--- config.mk ---
export PLATFORM = sky130hd
export DESIGN_NAME = x25519_request_engine
export DESIGN_NICKNAME = d
export VERILOG_FILES = /design/src/rtl/x25519_request_engine.sv
export SDC_FILE = /design/constraint.sdc
export NUM_CORES = 1
export LEC_CHECK = 0
export CAP_MARGIN = 20
export CORE_AREA = 3 3 595 597
export CTS_BUF_LIST = sky130_fd_sc_hd__clkbuf_2
export CTS_CLUSTER_SIZE = 12
export DETAILED_ROUTE_END_ITERATION = 6
export DIE_AREA = 0 0 598 600
export HOLD_SLACK_MARGIN = 0.03
export SLEW_MARGIN = 0
export SYNTH_ARGS = -nofsm -noshare
export SYNTH_HDL_FRONTEND = slang
export SYNTH_SLANG_ARGS = --single-unit
--- constraint.sdc ---
create_clock -name clk -period 5.1 [get_ports clk]
set_clock_uncertainty 0.1 [all_clocks]
set_input_delay 0.51 -clock clk [delete_from_list [all_inputs] [get_ports clk]]
set_output_delay 0.51 -clock clk [all_outputs]
set_load 0.01 [all_outputs]
--- src/rtl/x25519_request_engine.sv ---
// rtl/x25519_request_engine.sv - host-side request sequencer for an X25519 scalar-multiplication core
//
// Purpose:
//   Accepts one key-exchange request at a time and clamps the scalar and masks
//   the u-coordinate as RFC 7748 requires. It starts the core with a one-cycle
//   pulse and waits for the result under a timeout. The result goes out on a
//   valid/ready response channel, flagged if it is the all-zero
//   (non-contributory) shared secret.
//
// Ports:
//   clk, rst                    clock, synchronous active-high reset
//   req_valid/req_ready         request handshake
//   req_mode                    0 = shared secret with req_point, 1 = public key from BASE_POINT
//   req_scalar, req_point       private scalar and peer u-coordinate (bit 0 = LSB)
//   core_en                     one-cycle start pulse to the core
//   core_work_in, core_e        masked u-coordinate and clamped scalar, held until next accept
//   core_out_valid, core_work_out  core result strobe and value
//   rsp_valid/rsp_ready         response handshake
//   rsp_data                    result u-coordinate (0 on timeout)
//   rsp_zero                    result was all-zero
//   rsp_timeout                 core did not answer in time
//   busy                        engine is not idle
module x25519_request_engine #(
  parameter int unsigned  TIMEOUT_CYCLES = 65536,
  parameter logic [255:0] BASE_POINT     = 256'd9
) (
  input  logic         clk,
  input  logic         rst,
  input  logic         req_valid,
  output logic         req_ready,
  input  logic         req_mode,
  input  logic [255:0] req_scalar,
  input  logic [255:0] req_point,
  output logic         core_en,
  output logic [255:0] core_work_in,
  output logic [255:0] core_e,
  input  logic         core_out_valid,
  input  logic [255:0] core_work_out,
  output logic         rsp_valid,
  input  logic         rsp_ready,
  output logic [255:0] rsp_data,
  output logic         rsp_zero,
  output logic         rsp_timeout,
  output logic         busy
);

  // Counter only has to reach TIMEOUT_CYCLES-1, so clog2 bits are enough.
  localparam int unsigned   CW         = $clog2(TIMEOUT_CYCLES);
  // Expiry is detected on the cycle whose increment would reach TIMEOUT_CYCLES-1,
  // so the response appears exactly TIMEOUT_CYCLES cycles after core_en.
  localparam logic [CW-1:0] CNT_EXPIRE = CW'(TIMEOUT_CYCLES - 2);

  // Clamping: clear bits [2:0] and 255, set bit 254.
  localparam logic [255:0]  CLAMP_KEEP = {2'b00, {251{1'b1}}, 3'b000};
  localparam logic [255:0]  CLAMP_SET  = {2'b01, 254'd0};
  // u-coordinate masking: clear bit 255.
  localparam logic [255:0]  U_MASK     = {1'b0, {255{1'b1}}};

  typedef enum logic [1:0] {
    S_IDLE,
    S_ISSUE,
    S_WAIT,
    S_RESP
  } state_t;

  state_t        state_q;
  logic          stale_q;
  logic [CW-1:0] cnt_q;
  logic          core_en_q;
  logic [255:0]  work_in_q;
  logic [255:0]  e_q;
  logic          rsp_valid_q;
  logic [255:0]  rsp_data_q;
  logic          rsp_zero_q;
  logic          rsp_timeout_q;

  logic [255:0]  point_sel;

  // While stale is set, the core may still be finishing an abandoned job, so no
  // new request is taken until its late result has been drained.
  assign req_ready = (state_q == S_IDLE) && !stale_q && !rst;
  assign busy      = (state_q != S_IDLE);

  assign point_sel = req_mode ? BASE_POINT : req_point;

  always_ff @(posedge clk) begin
    if (rst) begin
      state_q       <= S_IDLE;
      stale_q       <= 1'b0;
      cnt_q         <= '0;
      core_en_q     <= 1'b0;
      work_in_q     <= '0;
      e_q           <= '0;
      rsp_valid_q   <= 1'b0;
      rsp_data_q    <= '0;
      rsp_zero_q    <= 1'b0;
      rsp_timeout_q <= 1'b0;
    end else begin
      core_en_q <= 1'b0;

      // A result outside WAIT can only be the late answer of an abandoned job.
      if (core_out_valid && (state_q != S_WAIT)) begin
        stale_q <= 1'b0;
      end

      case (state_q)
        S_IDLE: begin
          if (req_valid && req_ready) begin
            e_q       <= (req_scalar & CLAMP_KEEP) | CLAMP_SET;
            work_in_q <= point_sel & U_MASK;
            core_en_q <= 1'b1;
            state_q   <= S_ISSUE;
          end
        end

        S_ISSUE: begin
          cnt_q   <= '0;
          state_q <= S_WAIT;
        end

        S_WAIT: begin
          cnt_q <= cnt_q + CW'(1);
          // A result arriving on the expiry cycle takes priority over the timeout.
          if (core_out_valid) begin
            rsp_data_q    <= core_work_out;
            rsp_zero_q    <= (core_work_out == 256'd0);
            rsp_timeout_q <= 1'b0;
            rsp_valid_q   <= 1'b1;
            state_q       <= S_RESP;
          end else if (cnt_q == CNT_EXPIRE) begin
            rsp_data_q    <= '0;
            rsp_zero_q    <= 1'b0;
            rsp_timeout_q <= 1'b1;
            rsp_valid_q   <= 1'b1;
            stale_q       <= 1'b1;
            state_q       <= S_RESP;
          end
        end

        S_RESP: begin
          if (rsp_ready) begin
            rsp_valid_q <= 1'b0;
            state_q     <= S_IDLE;
          end
        end

        default: begin
          state_q <= S_IDLE;
        end
      endcase
    end
  end

  assign core_en      = core_en_q;
  assign core_work_in = work_in_q;
  assign core_e       = e_q;
  assign rsp_valid    = rsp_valid_q;
  assign rsp_data     = rsp_data_q;
  assign rsp_zero     = rsp_zero_q;
  assign rsp_timeout  = rsp_timeout_q;

endmodule
==> results by group, run 1 <==
Placement
  – # port buffers: around 1500
  – RePlAce Congestion: ~0.97
  – Dpl hpwl: around 240000 um

Synthesis
  – Flops & latches, synth: about 800
  – Top post-synthesis cells by area: dfxtp_1 54%, a21oi_1 13%, nand2_1 9.9%
  – Yosys top cell by area: dfxtp_1
  – Async S/R FF share, synth: 0%
  – EDFF count, synth: 0
  – Sequential area share after synthesis: 53.8%
  – Most used DFF post-synth: dfxtp_1
  – Mapped Area: slightly below 30000 um2
  – Syn Area/Cell: around 8 um2
  – Top-area cell type share of the netlist area: between 50% and 60%
  – Syn. warnings: 0
  – Synth unique cells: 37
  – Cells after Synth: ~3600

Clock tree
  – Clock buffer depth: 4
  – Clock Sinks: roughly 800
  – Clk root buf: clkbuf_2
  – Hold-fix buffers, CTS: around 2000
  – Total CTS buffers: ~260
  – Setup Fix Bufs, Post-CTS: 0
  – Post-CTS sizing: 0
  – H-tree depth: 5

Die
  – Initial Utilization: around 8.4%
  – Die height: 600 um
  – Die Wd: 598 um
  – Rows: between 200 and 250
  – Ports: 1548

Status
  – Fail Step: clock tree synthesis
  – Error message: [ERROR RSZ-0060] Max buffer count reached.
  – Status: aborted with a tool error
==> kinds of logic after synthesis <==
logic type               Yosys count  synth area share [%]
AND/OR/NAND/NOR                 1674                  26.8
flip-flops                       786                  53.8
AO/OA/AOI/OAI                    776                  13.3
buffers and inverters            328                  5.38
XOR/XNOR                          12                 0.359
adder cells (fa/ha/maj)            6                 0.257
other                              1                0.0128
multiplexers                       1                0.0342
==> synth_stat cells (2+ instances only) <==
cell	n
nand4_1	21
buf_4	5
o31ai_1	2
xnor2_1	6
buf_1	16
dfxtp_1	786
a21oi_1	767
nor4_1	67
o21ai_0	3
nand2_1	769
inv_1	9
nor3b_1	253
buf_2	97
or3_1	2
xor2_1	6
nor2_1	280
nand3_1	263
buf_6	27
and3_1	2
nor3_1	7
ha_1	6
and2_1	2
clkbuf_1	174
==> metrics by stage <==
step	worst slack (ns)	utilization, %	instance area [um2]	std cells
after global placement	1.67	14.2	49500	9456
after detailed placement	1.69	14.2	49500	9456
after floorplan	3.13	-	29300	3588
==> run 2, diff against run 1 <==
Settings changed: CORE_AREA 3 3 595 597 to 3 3 603 605, CTS_BUF_LIST sky130_fd_sc_hd__clkbuf_2 to unset, CTS_CLUSTER_SIZE 12 to unset, DIE_AREA 0 0 598 600 to 0 0 606 608, HOLD_SLACK_MARGIN 0.03 to unset, PLACE_DENSITY_LB_ADDON set to 0.15.
==> run 2 against run 1 <==
Net effect:
- the run now ends clean
- synthesized cell count unchanged
- synthesized area unchanged
==> results by group, run 2 <==
Routing
  – DRC viols: 0
  – DR WL/cell: approximately 26 um
  – First-pass DRT Iterations: 5
  – Antenna viol nets, final: 0
  – Iteration-0 DRC Markers: roughly 2200
  – Drt total wl: about 250000 um
  – Routed vias: 32311
  – Vias per inst: roughly 3.3

Finish
  – Multi-input logic area: ~12000 um2
  – Fin nets: slightly below 6000
  – Proportion of layout cells with a drive suffix above 1: around 4.9%
  – Most common cell after layout, fill and taps aside: clkdlybuf4s50_1
  – Max reg flops: 256
  – Layout area overhead: 84.0%
  – Fillers: approximately 41000
  – Sequential Area: between 15000 and 20000 um2
  – Util after Layout: between 10% and 20%
  – Most frequent cells in the layout: 1534 x clkdlybuf4s50_1, 786 x dfxtp_1, 768 x nand2_1

Setup path
  – Crit Path Max Fanout: 26
  – Setup crit end kind: primary output
  – Critical Path AT: around 2.6 ns
  – CP max stage cell: clkdlybuf4s50_1
  – Critical path endpoint: req_ready
  – Critical Path Start: rst
  – Critical path type: input port to primary output
  – CP peak stage delay: roughly 0.59 ns
  – Reg2reg start: state_q[0]$_SDFFE_PP0P_
  – Setup crit start kind: input port
  – Worst flop-to-flop path endpoint: core_e[24]$_SDFFE_PP0P_
  – Reg2reg setup slack: 2.19 ns
  – Reg2reg path depth: 7
  – Required time of the critical path: 4.49 ns
  – Crit path cell chain: dlygate4sd3_1 -> buf_8 -> buf_4 -> nor3_1 -> clkdlybuf4s50_1

Die
  – Die height: 608 um
  – Core area: about 360000 um2
  – Initial Utilization: under 10%
  – Rows: 220
  – Die Wd: between 600 and 700 um
  – Ports: around 1500
  – Die area: about 370000 um2

Timing
  – Tcrit/Tclk final: between 60% and 70%
  – Setup TNS: 0 ns
  – Final setup viols: 0
  – Rel. slew slack: about a third
  – Fmax: about 310 MHz
  – Max-slew violations: 0
  – Minimum clock period: 3.23 ns
  – Worst Tran Pin Value: 1.02 ns
  – Fin. Hold Viols: 0
  – RSZ-0062 raised after global routing: no

Clock tree
  – Clock buffer depth: 4
  – Post-CTS sizing: 0
  – Clk root buf: clkbuf_16
  – Hold-fix buffers, CTS: 9
  – Setup Fix Bufs, Post-CTS: 0
  – H-tree depth: 3
  – CTS tree: done
  – Worst-Skew Late Latency: approximately 0.79 ns
  – Clock-pin slew on the worst setup and hold paths: about 0.06 ns
  – Clock Sinks: ~790
  – Total CTS buffers: between 100 and 150

Synthesis
  – Top-area cell type share of the netlist area: between 50% and 60%
  – Synth unique cells: 37
  – Top-count cell post-synth: dfxtp_1
  – Top post-synthesis cells by area: dfxtp_1 54%, a21oi_1 13%, nand2_1 9.9%
  – Most used DFF post-synth: dfxtp_1
  – Mapped Area: 29300 um2
  – Flops & latches, synth: between 700 and 800
  – Syn. warnings: 0
  – Cells after Synth: between 3000 and 4000
  – Post-synth top cells: 786 x dfxtp_1, 769 x nand2_1, 767 x a21oi_1
  – Yosys top cell by area: dfxtp_1
  – Syn Area/Cell: 8.16 um2
  – EDFF count, synth: 0
  – Async S/R FF share, synth: 0%
  – Sequential area share after synthesis: a little over half

Global route
  – Global-route wire length before repair: roughly 320000 um
  – Total gr overflow: 0
  – Initial antenna violation count: 105
  – Vias in the first global route: ~31000
  – GRT Overall Usage: 13.0%
  – Pin count of the biggest net entering global routing: ~180

Placement
  – Dpl hpwl: slightly above 200000 um
  – # port buffers: around 1500
  – RePlAce Congestion: 0.872

Status
  – Status: complete, no violations

Pwr
  – Sequential Power Share: 35.1%
  – Pwr dens: around 370 nW/um2
  – Combinational share of power: approximately 23%
  – Switching share of power: between 30% and 40%
  – Clock power share: around two fifths
  – P_int: between 10 and 15 mW
  – P_sw: ~6.4 mW
  – Leak: roughly 17 nW
  – Maximum vdd drop: between 200 and 300 uV

Hold path
  – Tightest Hold Check Type: input port to register

Job
  – Max_cap viols: 0
run 2: per-layer routing:
layer  wire length [um]  global-route usage (%)  share of wire (%)  vias to the layer above
met2             122000                    22.4                 48                     1286
met5                202                       0              0.080                        -
li1                   -                       -                  -                    14982
met1             103000                    15.4                 41                    15695
met4               5780                    3.19                2.3                       34
met3              22500                    4.51                8.9                      314
run 2: logic make-up after synthesis:
| group | synth area share (%) |
|---|---|
| adder cells (fa/ha/maj) | 0.257 |
| multiplexers | 0.0342 |
| flip-flops | 53.8 |
| AO/OA/AOI/OAI | 13.3 |
| buffers and inverters | 5.38 |
| AND/OR/NAND/NOR | 26.8 |
| other | 0.0128 |
| XOR/XNOR | 0.359 |
run 2: per-stage QoR:
| stage | worst slack (ns) | std cells | hold slack (ns) | cell area, um2 | total power, mW |
|---|---|---|---|---|---|
| 6_report | 1.87 | 9881 | 0.108 | 53800 | 20.1 |
| 5_1_grt | 1.73 | 9861 | 0.0621 | 53800 | 21.1 |
| 4_1_cts | 1.75 | 9847 | 0.000125 | 53700 | 20.7 |
| 3_5_place_dp | 1.21 | 9630 | 0.346 | 49800 | 12.0 |
| 3_3_place_gp | 1.14 | 9629 | 0.345 | 49800 | 12.0 |
| 2_1_floorplan | 3.13 | 3588 | 0.367 | 29300 | 8.89 |
run 2: cell type report:
type | count | share of cell area [%]
Inverter | 9 | 0.0767
Timing Repair Buffer | 1598 | 29.9
Antenna cell | 33 | 0.153
Clock buffer | 180 | 6.62
Sequential cell | 786 | 29.2
Clock inverter | 28 | 0.574
Tap cell | 4773 | 11.1
Multi-Input combinational cell | 2474 | 22.3
run 2: worst min path at each step:
stage	from	end	slack, ns	cells after the start
2_1_floorplan	stale_q$_SDFF_PP0_	stale_q$_SDFF_PP0_	0.37	2
3_3_place_gp	core_e[143]$_SDFFE_PP0P_	core_e[143]$_SDFFE_PP0P_	0.35	2
3_5_place_dp	core_e[91]$_SDFFE_PP0P_	core_e[91]$_SDFFE_PP0P_	0.35	2
4_1_cts	core_work_out[116]	rsp_data[116]$_SDFFE_PP0P_	0.0001	3
5_1_grt	core_work_out[141]	rsp_data[141]$_SDFFE_PP0P_	0.06	3
6_report	core_work_out[196]	rsp_data[196]$_SDFFE_PP0P_	0.11	3
run 2: power groups by stage:
stage                     clock network (mW)  logic, mW  registers [mW]
after floorplan                            0       1.56            7.32
after global routing                    9.01       5.03            7.11
final                                   8.39       4.67            7.05
after CTS                               8.86       4.80            7.05
after global placement                     0       4.79            7.17
after detailed placement                   0       4.78            7.18
run 2: worst max-delay path: cells and delay by family:
kind                   cells  cell delay (ns)
buffers and inverters      4             1.90
and+or+nand+nor            1             0.10
Note: power is estimated with default switching activity, not from simulation.
